## src/rtl/lsu_pkg.sv

```systemverilog
// Shared types for the load/store unit: size encodings, FSM state type, size helpers.
// Latency: n/a (declarations and pure functions only).
// Backpressure: n/a.
package lsu_pkg;

  localparam logic [1:0] SZ_BYTE = 2'b00;
  localparam logic [1:0] SZ_HALF = 2'b01;
  localparam logic [1:0] SZ_WORD = 2'b10;
  localparam logic [1:0] SZ_ILL  = 2'b11;

  typedef enum logic [1:0] {
    ST_IDLE = 2'd0,
    ST_XFER = 2'd1,
    ST_WAIT = 2'd2,
    ST_RESP = 2'd3
  } lsu_state_e;

  // Number of bytes moved for a size code (illegal code never reaches a transfer).
  function automatic logic [2:0] size_bytes(input logic [1:0] sz);
    case (sz)
      SZ_BYTE: size_bytes = 3'd1;
      SZ_HALF: size_bytes = 3'd2;
      default: size_bytes = 3'd4;
    endcase
  endfunction

  // Illegal size or natural-alignment violation; only the two low address bits matter.
  function automatic logic is_bad_req(input logic [1:0] sz, input logic [1:0] a_lo);
    is_bad_req = (sz == SZ_ILL) ||
                 ((sz == SZ_HALF) && a_lo[0]) ||
                 ((sz == SZ_WORD) && (a_lo != 2'b00));
  endfunction

endpackage

```

## src/rtl/lsu_if.sv

```systemverilog
// CPU request/response and byte-memory bus bundle for the load/store unit.
// Latency: n/a (wires only).
// Backpressure: req_valid/req_ready and rsp_valid/rsp_ready handshakes; memory never stalls.
interface lsu_if #(parameter int ADDR_W = 32);
  logic              req_valid;
  logic              req_ready;
  logic              req_write;
  logic [1:0]        req_size;
  logic              req_unsigned;
  logic [ADDR_W-1:0] req_addr;
  logic [31:0]       req_wdata;
  logic              rsp_valid;
  logic              rsp_ready;
  logic [31:0]       rsp_rdata;
  logic              rsp_err;
  logic              mem_en;
  logic              mem_we;
  logic [ADDR_W-1:0] mem_addr;
  logic [7:0]        mem_wdata;
  logic [7:0]        mem_rdata;

  // The unit itself: consumes requests and memory read data, drives everything else.
  modport slave (
    input  req_valid, req_write, req_size, req_unsigned, req_addr, req_wdata,
    input  rsp_ready, mem_rdata,
    output req_ready, rsp_valid, rsp_rdata, rsp_err,
    output mem_en, mem_we, mem_addr, mem_wdata
  );

  // The environment: CPU side plus the byte-wide data memory.
  modport master (
    output req_valid, req_write, req_size, req_unsigned, req_addr, req_wdata,
    output rsp_ready, mem_rdata,
    input  req_ready, rsp_valid, rsp_rdata, rsp_err,
    input  mem_en, mem_we, mem_addr, mem_wdata
  );
endinterface

```

## src/rtl/lsu_extend.sv

```systemverilog
// Sign/zero extension of right-justified assembled load data by access size.
// Latency: purely combinational.
// Backpressure: none.
module lsu_extend
  import lsu_pkg::*;
(
  input  logic [31:0] data_i,
  input  logic [1:0]  size_i,
  input  logic        unsigned_i,
  output logic [31:0] data_o
);

  // Extend from bit 7 or 15; words pass through untouched.
  always_comb begin
    data_o = data_i;
    case (size_i)
      SZ_BYTE: data_o = unsigned_i ? {24'd0, data_i[7:0]}
                                   : {{24{data_i[7]}}, data_i[7:0]};
      SZ_HALF: data_o = unsigned_i ? {16'd0, data_i[15:0]}
                                   : {{16{data_i[15]}}, data_i[15:0]};
      default: data_o = data_i;
    endcase
  end

endmodule

```

## src/rtl/load_store_unit.sv

```systemverilog
// Load/store unit: serialises byte/half/word CPU accesses onto a byte-wide big-endian memory.
// Latency: accept at T -> error rsp T+1, store rsp T+N+1, load rsp T+N+2 (N = bytes).
// Backpressure: one request in flight; response held in RESP until rsp_ready, req_ready only in IDLE.
module load_store_unit
  import lsu_pkg::*;
#(
  parameter int ADDR_W = 32
) (
  input  logic   clk,
  input  logic   rst_n,
  lsu_if.slave   bus
);

  lsu_state_e        state_q, state_d;
  logic              write_q, write_d;
  logic [1:0]        size_q, size_d;
  logic              uns_q, uns_d;
  logic [ADDR_W-1:0] addr_q, addr_d;
  logic [31:0]       wdata_q, wdata_d;   // store bytes left-justified, shifted out MSB first
  logic [1:0]        cnt_q, cnt_d;       // byte index k within the access
  logic [31:0]       asm_q, asm_d;       // load bytes shifted in, byte 0 ends up most significant
  logic              rd_pend_q, rd_pend_d; // a load byte arrives on mem_rdata this cycle
  logic [31:0]       rdata_q, rdata_d;
  logic              err_q, err_d;

  logic [31:0] asm_next;
  logic [31:0] ext_data;
  logic [1:0]  last_idx;
  logic        in_xfer;

  assign asm_next = {asm_q[23:0], bus.mem_rdata};
  assign last_idx = 2'(size_bytes(size_q) - 3'd1);
  assign in_xfer  = (state_q == ST_XFER);

  lsu_extend u_extend (
    .data_i     (asm_next),
    .size_i     (size_q),
    .unsigned_i (uns_q),
    .data_o     (ext_data)
  );

  // Next-state, request capture, byte sequencing and response formation.
  always_comb begin
    state_d   = state_q;
    write_d   = write_q;
    size_d    = size_q;
    uns_d     = uns_q;
    addr_d    = addr_q;
    wdata_d   = wdata_q;
    cnt_d     = cnt_q;
    asm_d     = asm_q;
    rd_pend_d = 1'b0;
    rdata_d   = rdata_q;
    err_d     = err_q;

    if (rd_pend_q) begin
      asm_d = asm_next;
    end

    case (state_q)
      ST_IDLE: begin
        if (bus.req_valid) begin
          write_d = bus.req_write;
          size_d  = bus.req_size;
          uns_d   = bus.req_unsigned;
          addr_d  = bus.req_addr;
          case (bus.req_size)
            SZ_BYTE: wdata_d = bus.req_wdata << 24;
            SZ_HALF: wdata_d = bus.req_wdata << 16;
            default: wdata_d = bus.req_wdata;
          endcase
          cnt_d   = 2'd0;
          asm_d   = 32'd0;
          rdata_d = 32'd0;
          if (is_bad_req(bus.req_size, bus.req_addr[1:0])) begin
            err_d   = 1'b1;
            state_d = ST_RESP;
          end else begin
            err_d   = 1'b0;
            state_d = ST_XFER;
          end
        end
      end

      ST_XFER: begin
        rd_pend_d = !write_q;
        wdata_d   = wdata_q << 8;
        cnt_d     = cnt_q + 2'd1;
        if (cnt_q == last_idx) begin
          state_d = write_q ? ST_RESP : ST_WAIT;
        end
      end

      // Final load byte is on mem_rdata now; extend the complete value into the response.
      ST_WAIT: begin
        rdata_d = ext_data;
        state_d = ST_RESP;
      end

      ST_RESP: begin
        if (bus.rsp_ready) begin
          rdata_d = 32'd0;
          err_d   = 1'b0;
          state_d = ST_IDLE;
        end
      end

      default: state_d = ST_IDLE;
    endcase
  end

  // State register; reset aborts any transfer in progress.
  always_ff @(posedge clk or negedge rst_n) begin
    if (!rst_n) begin
      state_q   <= ST_IDLE;
      write_q   <= 1'b0;
      size_q    <= SZ_BYTE;
      uns_q     <= 1'b0;
      addr_q    <= '0;
      wdata_q   <= 32'd0;
      cnt_q     <= 2'd0;
      asm_q     <= 32'd0;
      rd_pend_q <= 1'b0;
      rdata_q   <= 32'd0;
      err_q     <= 1'b0;
    end else begin
      state_q   <= state_d;
      write_q   <= write_d;
      size_q    <= size_d;
      uns_q     <= uns_d;
      addr_q    <= addr_d;
      wdata_q   <= wdata_d;
      cnt_q     <= cnt_d;
      asm_q     <= asm_d;
      rd_pend_q <= rd_pend_d;
      rdata_q   <= rdata_d;
      err_q     <= err_d;
    end
  end

  // CPU-facing outputs straight from state and response registers.
  assign bus.req_ready = (state_q == ST_IDLE);
  assign bus.rsp_valid = (state_q == ST_RESP);
  assign bus.rsp_rdata = rdata_q;
  assign bus.rsp_err   = err_q;

  // Memory bus is quiet (all zero) outside XFER; address wraps naturally at ADDR_W bits.
  assign bus.mem_en    = in_xfer;
  assign bus.mem_we    = in_xfer && write_q;
  assign bus.mem_addr  = in_xfer ? (addr_q + ADDR_W'(cnt_q)) : '0;
  assign bus.mem_wdata = (in_xfer && write_q) ? wdata_q[31:24] : 8'd0;

endmodule

```

## src/flat_wrapper.sv

```systemverilog
// flat-port wrapper written by rule: the top's interface ports become plain ports
module load_store_unit_flat import lsu_pkg::*;
#(
  parameter int ADDR_W = 32
)
  (clk, rst_n, bus_req_valid, bus_req_write, bus_req_size, bus_req_unsigned, bus_req_addr, bus_req_wdata, bus_rsp_ready, bus_mem_rdata, bus_req_ready, bus_rsp_valid, bus_rsp_rdata, bus_rsp_err, bus_mem_en, bus_mem_we, bus_mem_addr, bus_mem_wdata);
  lsu_if #(.ADDR_W(ADDR_W)) bus_i ();
  input  logic clk;
  input  logic rst_n;
  input wire logic [$bits(bus_i.req_valid)-1:0] bus_req_valid;
  input wire logic [$bits(bus_i.req_write)-1:0] bus_req_write;
  input wire logic [$bits(bus_i.req_size)-1:0] bus_req_size;
  input wire logic [$bits(bus_i.req_unsigned)-1:0] bus_req_unsigned;
  input wire logic [$bits(bus_i.req_addr)-1:0] bus_req_addr;
  input wire logic [$bits(bus_i.req_wdata)-1:0] bus_req_wdata;
  input wire logic [$bits(bus_i.rsp_ready)-1:0] bus_rsp_ready;
  input wire logic [$bits(bus_i.mem_rdata)-1:0] bus_mem_rdata;
  output wire logic [$bits(bus_i.req_ready)-1:0] bus_req_ready;
  output wire logic [$bits(bus_i.rsp_valid)-1:0] bus_rsp_valid;
  output wire logic [$bits(bus_i.rsp_rdata)-1:0] bus_rsp_rdata;
  output wire logic [$bits(bus_i.rsp_err)-1:0] bus_rsp_err;
  output wire logic [$bits(bus_i.mem_en)-1:0] bus_mem_en;
  output wire logic [$bits(bus_i.mem_we)-1:0] bus_mem_we;
  output wire logic [$bits(bus_i.mem_addr)-1:0] bus_mem_addr;
  output wire logic [$bits(bus_i.mem_wdata)-1:0] bus_mem_wdata;
  assign bus_i.req_valid = bus_req_valid;
  assign bus_i.req_write = bus_req_write;
  assign bus_i.req_size = bus_req_size;
  assign bus_i.req_unsigned = bus_req_unsigned;
  assign bus_i.req_addr = bus_req_addr;
  assign bus_i.req_wdata = bus_req_wdata;
  assign bus_i.rsp_ready = bus_rsp_ready;
  assign bus_i.mem_rdata = bus_mem_rdata;
  assign bus_req_ready = bus_i.req_ready;
  assign bus_rsp_valid = bus_i.rsp_valid;
  assign bus_rsp_rdata = bus_i.rsp_rdata;
  assign bus_rsp_err = bus_i.rsp_err;
  assign bus_mem_en = bus_i.mem_en;
  assign bus_mem_we = bus_i.mem_we;
  assign bus_mem_addr = bus_i.mem_addr;
  assign bus_mem_wdata = bus_i.mem_wdata;
  load_store_unit #(.ADDR_W(ADDR_W)) u_core (.clk(clk), .rst_n(rst_n), .bus(bus_i));
endmodule
```

## config.mk

```make
export PLATFORM = sky130hd
export DESIGN_NAME = load_store_unit_flat
export DESIGN_NICKNAME = d
export VERILOG_FILES = /design/src/rtl/lsu_pkg.sv /design/src/rtl/lsu_if.sv /design/src/rtl/lsu_extend.sv /design/src/rtl/load_store_unit.sv /design/src/flat_wrapper.sv
export SDC_FILE = /design/constraint.sdc
export NUM_CORES = 1
export LEC_CHECK = 0
export CAP_MARGIN = 20
export CORE_MARGIN = 2
export CORE_UTILIZATION = 50
export DETAILED_ROUTE_END_ITERATION = 16
export GPL_ROUTABILITY_DRIVEN = 0
export PLACE_DENSITY = 0.87
export SLEW_MARGIN = 20
export SYNTH_ARGS = -nofsm -noshare
export SYNTH_HDL_FRONTEND = slang
export SYNTH_SLANG_ARGS = --single-unit
```

## constraint.sdc

```tcl
create_clock -name clk -period 4.2 [get_ports clk]
set_clock_uncertainty 0.15 [all_clocks]
set_input_delay 0.63 -clock clk [delete_from_list [all_inputs] [get_ports clk]]
set_output_delay 0.63 -clock clk [all_outputs]
set_load 0.005 [all_outputs]
```

==> results of run 1 <==
## worst min path at each step
stage | endpoint | slack, ns | cells after the start | from
2_1_floorplan | u_core.addr_q[0] | 0.18 | 0 | rst_n
3_3_place_gp | u_core.wdata_q[1] | 0.30 | 2 | u_core.wdata_q[1]
3_5_place_dp | u_core.wdata_q[15] | 0.31 | 2 | u_core.wdata_q[15]
4_1_cts | u_core.bus.rsp_rdata[7] | 0.09 | 1 | rst_n
5_1_grt | u_core.bus.rsp_rdata[7] | 0.13 | 1 | rst_n
6_report | u_core.bus.rsp_rdata[7] | 0.08 | 1 | rst_n
## power breakdown
part | leakage, nW | internal (mW) | switching, mW
Combinational | 2.04 | 1.21 | 1.36
Sequential | 1.68 | 1.81 | 0.527
Clock | 0.302 | 1.01 | 0.540
## flip-flops by register name, summed over array words and instances, names as in the netlist
| register | cells |
|---|---|
| u_core.addr_q | 32 |
| u_core.state_q | 2 |
| u_core.size_q | 2 |
| u_core.wdata_q | 32 |
| u_core.uns_q | 1 |
| u_core.rd_pend_q | 1 |
| u_core.asm_q | 24 |
| u_core.write_q | 1 |
| u_core.bus.rsp_err | 1 |
| u_core.bus.rsp_rdata | 32 |
| u_core.cnt_q | 2 |
## layer usage
| layer | vias to the layer above | global-route usage (%) | routed length [microns] |
|---|---|---|---|
| met3 | 31 | 4.93 | 897 |
| met4 | 0 | 9.85 | 400 |
| li1 | 2831 | - | - |
| met2 | 209 | 40.5 | 8400 |
| met1 | 2877 | 32.5 | 7480 |
| met5 | - | 0 | 0 |
## area by class of cell
type | count | area, sq um | area share (%)
timing repair buffer | 169 | 1670 | 18.6
clock buffer | 24 | 502 | 5.59
clock inverter | 8 | 124 | 1.38
sequential | 130 | 3250 | 36.2
inverter | 8 | 30.0 | 0.334
multi-input combinational | 555 | 3180 | 35.4
tap | 176 | 220 | 2.45
## per-stage QoR
stage	cells	utilization (%)	setup WS, ns
6_report	1070	68.3	0.286
5_1_grt	1070	68.3	0.0790
4_1_cts	1070	68.3	0.191
3_5_place_dp	1038	63.5	0.647
3_3_place_gp	1038	63.5	0.723
2_1_floorplan	743	-	1.35
## cells in the final DEF (no fill, tap or decap), types with 2 or more instances in the layout
| cell | count |
|---|---|
| nand2_1 | 197 |
| clkdlybuf4s50_1 | 155 |
| dfrtp_1 | 129 |
| nor2_1 | 54 |
| mux2i_1 | 48 |
| o21ai_0 | 41 |
| a21oi_1 | 29 |
| nand2b_1 | 27 |
| nand3_1 | 21 |
| clkbuf_16 | 17 |
| a22o_1 | 16 |
| and3_1 | 13 |
| buf_4 | 13 |
| a221oi_1 | 10 |
| nand4_1 | 9 |
| xor2_1 | 8 |
| inv_1 | 7 |
| or3_1 | 6 |
| o41ai_1 | 6 |
| a32oi_1 | 6 |
| ha_1 | 6 |
| o31ai_1 | 5 |
| nor4_1 | 5 |
| xnor2_1 | 5 |
| clkbuf_8 | 5 |
| or4_1 | 4 |
| o311ai_0 | 4 |
| nor3_1 | 4 |
| and2_1 | 3 |
| nor2b_1 | 3 |
| bufinv_16 | 3 |
| and4_1 | 2 |
| or4b_1 | 2 |
| clkinvlp_4 | 2 |
| clkinv_2 | 2 |
| clkbuf_1 | 2 |
## logic make-up after synthesis
group           Yosys count
simple gates            362
flops                   130
compound gates          123
buf+inv                  58
mux                      49
xor+xnor                 13
fa+ha+maj                 8
==> impl_results.md, run 1 <==
* Top cell type's share of synthesized area at 48.9%
* Most frequent cells after synthesis: nand2_1, dfrtp_1, nor2_1
* Total routed wirelength at 17200 microns
* Worst R2R Start: u_core.state_q[1]
* P&R area growth vs syn at 35.0%
* Post-CTS sizing at 0
* Synth Area in Compound Gates at 12.0%
* Total iterations of the first detailed-routing run at 4
* Area of the core at 0.0131 sq mm
* Setup slack, reg-to-reg at 1.13 ns
* Syn avg cell area at 8.95 sq um
* VDD IR max at 0.398 mV
* Initial antenna violation count at 0
* Antenna Nets Post-Route at 0
* RR Endpoint: u_core.wdata_q[18]
* Path depth of the worst reg2reg path at 8
* # fillers at 1022
* Final slew viol count at 0
* Worst slew margin at 54.5%
* CP Cell Sequence: ha_1 -> fa_1 -> nand4_1 -> or3_4 -> or4_1 -> a21oi_1 -> clkdlybuf4s50_1
* Worst-path clk slew at 0.05 ns
* Dominant cell type by area after synthesis: dfrtp_1
* Vias in the first global route at 5685
* Final hold viol count at 0
* HP Class: in2async
* RSZ-0062 raised after global routing: no
* Total CTS buffers at 17
* Via/cell ratio at 5.56
* Worst path buffer plus inverter count at 1
* Post-CTS setup buffer count at 0
* Hold Slack at 0.0768 ns
* Worst path depth at 7
* Slowest cell on crit path: clkdlybuf4s50_1
* Critical path data required time at 3.42 ns
* Die Ht at 119 microns
* Hold Buf Count CTS at 0
* Worst Setup SP: u_core.cnt_q[0]
* Most numerous cell in the Yosys netlist: nand2_1
* Synth Flop Type: dfrtp_1
* Layout cell share with drive strength beyond 1 at 6.49%
* Synthesized cell area at 0.00665 sq mm
* Startpoint Class: flip-flop
* Number of enable flip-flop cells after synthesis at 0
* Number of inserted diodes at 0
* Adder-cell area share of the yosys netlist at 1.62%
* Simple-gate share of the synthesized area at 24.9%
* Global-route wire length before repair at 27800 microns
* Largest family of logic cells by synthesized area: simple AND/OR/NAND/NOR gates
* Num ports at 157
* Post-route setup TNS at 0 ns
* Overall Power at 6.46 mW
* Gr ovfl total at 0
* Critical Path AT at 3.13 ns
* Area post-placement at 0.00835 sq mm
* Crit-path max FO at 10
* Tcrit/Tclk final at 93.2%
* Register area share after synthesis at 48.9%
* Final #Nets at 969
* Status: completed
* Post-DP HPWL at 11800 microns
* Synth Net Count at 831
* Ys Warns at 0
* Clock Tree Buf Depth at 2
* Total die area at 0.0142 sq mm
* Worst setup endpoint: bus_mem_addr[26]
* Via count at 5948
* Leak Pwr at 4.02 nW
* Synth Area in XOR/XNOR at 1.71%
* PwrDens at 719 mW/mm^2
* Max Cap Violations at 0
* Starting Density at 50.6%
* H-tree levels at 4
* Worst-Margin Slew at 0.677 ns
* DRT iter0 DRCs at 351
* Die Span X at 119 microns
* Multiplexer area fraction after synthesis at 7.40%
* # rows at 42
* Synth cell types at 50
* Critical path class: reg2out
* Min Tclk post-route at 3.91 ns
* CTS tree: built
* Top cells by area, synth: dfrtp_1, nand2_1, mux2i_1
* Cells after Synth at 743
* Register bit total from synthesis at 130
* Fin area at 0.00898 sq mm
* Fmax at 255 MHz
* Final setup viols at 0
* Crit. End Element: primary output
* Clock tree sinks at 130
* Maximum number of pins on one net before global-route repair at 82
* DRC at 0
* Worst skew pair latency at 0.42 ns
* Port buffer count at 156
* Worst path top cell family by delay: simple AND/OR/NAND/NOR gates
* DR WL/cell at 16.1 microns
* Tot GR Track Use at 24.8%
* Ys async rst share at 100%
* CTS root buf: clkbuf_16
* Crit path largest cell delay at 0.53 ns
(Power assumes the default switching activity.)
==> run 2, diff against run 1 <==
Settings changed: REMOVE_ABC_BUFFERS set to 1.
==> run 2 against run 1 <==
Compared with the run above: wire length fell by 2.9%; first-iteration DRC count rose by 22%; sequential power is 2% lower; setup slack worse by 0.035 ns; non-clock buffer count is 2 higher; maximum frequency fell by 0.89%; combinational power hardly changed; via count shrank 0.34%; register-to-register slack better by 0.25 ns; hold slack got worse by 0.0094 ns; critical path depth unchanged; critical path type unchanged; critical endpoint is now bus_mem_addr[24]; highest routed layer unchanged.
==> impl_results.md, run 2 (synthesis gave the netlist of run 1 again) <==
* Critical path class: reg2out
* Leak Pwr at 4.01 nW (-0.29%)
* Status: completed
* DRT iter0 DRCs at 428 (+22%)
* Number of inserted diodes at 0 (unchanged)
* Most frequent cells in the layout: nand2_1, clkdlybuf4s50_1, dfrtp_1
* Total die area at 0.0142 sq mm (unchanged)
* Startpoint Class: flip-flop
* Tcrit/Tclk final at 94.0% (+0.84 points)
* Post-route setup TNS at 0 ns (unchanged)
* Worst slew margin at 39.5% (-15 points)
* Fin util at 67.8% (-0.50 points)
* Port buffer count at 156 (unchanged)
* Post-DP HPWL at 11200 microns (-5.0%)
* CTS tree: built
* Most common cell after layout, fill and taps aside: nand2_1
* Path depth of the worst reg2reg path at 6 (-2)
* VDD IR max at 0.385 mV (-3.2%)
* Final #Nets at 971 (+0.21%)
* HP Class: in2async
* Fmax at 253 MHz (-0.89%)
* Via/cell ratio at 5.54 (-0.34%)
* Die Ht at 119 microns (unchanged)
* P&R area growth vs syn at 34.1%
* Total CTS buffers at 17 (unchanged)
* Total iterations of the first detailed-routing run at 5 (+1)
* Layout cell share with drive strength beyond 1 at 6.60% (+0.11 points)
* Maximum number of pins on one net before global-route repair at 69 (-16%)
* Max Cap Violations at 0 (unchanged)
* Clock Tree Buf Depth at 2 (unchanged)
* Global-route wire length before repair at 27800 microns (about the same)
* Worst skew pair latency at 0.41 ns (about the same)
* Gr ovfl total at 0 (unchanged)
* Crit-path max FO at 10 (unchanged)
* DRC at 0 (unchanged)
* DR WL/cell at 15.6 microns (-2.9%)
* Worst R2R Start: u_core.state_q[0]
* Starting Density at 50.6% (unchanged)
* Min Tclk post-route at 3.95 ns (+0.0351 ns)
* Critical Path AT at 3.17 ns (+0.04 ns)
* Clock tree sinks at 130 (unchanged)
* Worst Setup SP: u_core.cnt_q[0]
* Initial antenna violation count at 0 (unchanged)
* Worst-Margin Slew at 0.902 ns (+0.225 ns)
* # rows at 42 (unchanged)
* CTS root buf: clkbuf_16
* Critical path data required time at 3.42 ns (about the same)
* Overall Power at 6.24 mW (-3.4%)
* RSZ-0062 raised after global routing: no
* Final slew viol count at 0 (unchanged)
* Antenna Nets Post-Route at 0 (unchanged)
* Area of the core at 0.0131 sq mm (unchanged)
* Via count at 5928 (-0.34%)
* Final hold viol count at 0 (unchanged)
* Tot GR Track Use at 24.5% (-0.26 points)
* Hold Buf Count CTS at 0 (unchanged)
* PwrDens at 700 mW/mm^2 (-2.7%)
* Crit. End Element: primary output
* Worst-path clk slew at 0.05 ns (about the same)
* Num ports at 157 (unchanged)
* Total routed wirelength at 16700 microns (-2.9%)
* Post-CTS setup buffer count at 0 (unchanged)
* H-tree levels at 4 (unchanged)
* Final setup viols at 0 (unchanged)
* RR Endpoint: u_core.bus.rsp_rdata[22]
* Die Span X at 119 microns (unchanged)
* Setup slack, reg-to-reg at 1.38 ns (+0.25 ns)
* Vias in the first global route at 5650 (-0.62%)
run 2: cell types whose count changed in the layout (fill, tap and decap cells not counted), moves of 2 or more:
cell        before  now
bufinv_16        3    0
clkinv_2         2    5
buf_4           13   15
clkbuf_8         5    7
clkinvlp_4       2    0
run 2: per-layer routing:
layer	vias to the layer above	part of all wire (%)	track usage [%]
li1	2847	-	-
met1	2826	43	33.2
met2	229	47	37.8
met3	26	8.3	7.42
met4	0	1.8	8.01
met5	-	0	0
run 2: critical path, cell delays in order, from the launching register on:
cell,delay (ns)
dfrtp_1,0.44
ha_1,0.25
fa_1,0.29
nand4_1,0.17
or3_4,0.48
or4_1,0.41
a21oi_1,0.17
clkdlybuf4s50_1,0.55
run 2: worst max path at each step:
stage,to,cells past startpoint
2_1_floorplan,u_core.wdata_q[10],6
3_3_place_gp,bus_mem_addr[26],7
3_5_place_dp,bus_mem_addr[28],7
4_1_cts,bus_mem_addr[28],7
5_1_grt,bus_mem_addr[24],7
6_report,bus_mem_addr[24],7
run 2: where the power goes:
part / switching, mW / internal [mW] / total, mW
sequential: 0.473 / 1.81 / 2.29
combinational: 1.38 / 1.21 / 2.59
clock: 0.506 / 0.852 / 1.36
total: 2.36 / 3.88 / 6.24
run 2: cell type report:
class | count | area (sq um)
Clock buffer | 25 | 526
Clock inverter | 5 | 25.0
Fill cell | 1026 | 4220
Inverter | 8 | 30.0
Multi-Input combinational cell | 555 | 3180
Sequential cell | 130 | 3250
Tap cell | 176 | 220
Timing Repair Buffer | 171 | 1680
run 2: through the flow:
stage / std cells / area (sq um) / hold WS [ns] / setup slack (ns)
after floorplan: 693 / 6450 / 0.184 / 0.256
after global placement: 1040 / 8350 / 0.299 / 0.728
after detailed placement: 1040 / 8350 / 0.306 / 0.645
after CTS: 1070 / 8900 / 0.0822 / 0.182
after global routing: 1070 / 8910 / 0.106 / 0.0478
final: 1070 / 8910 / 0.0674 / 0.251
run 2: repair_timing:
action	4_1_cts	5_1_grt
resized for setup	0	1
endpoints found under the setup margin	0	1
endpoints found under the hold margin	0	0
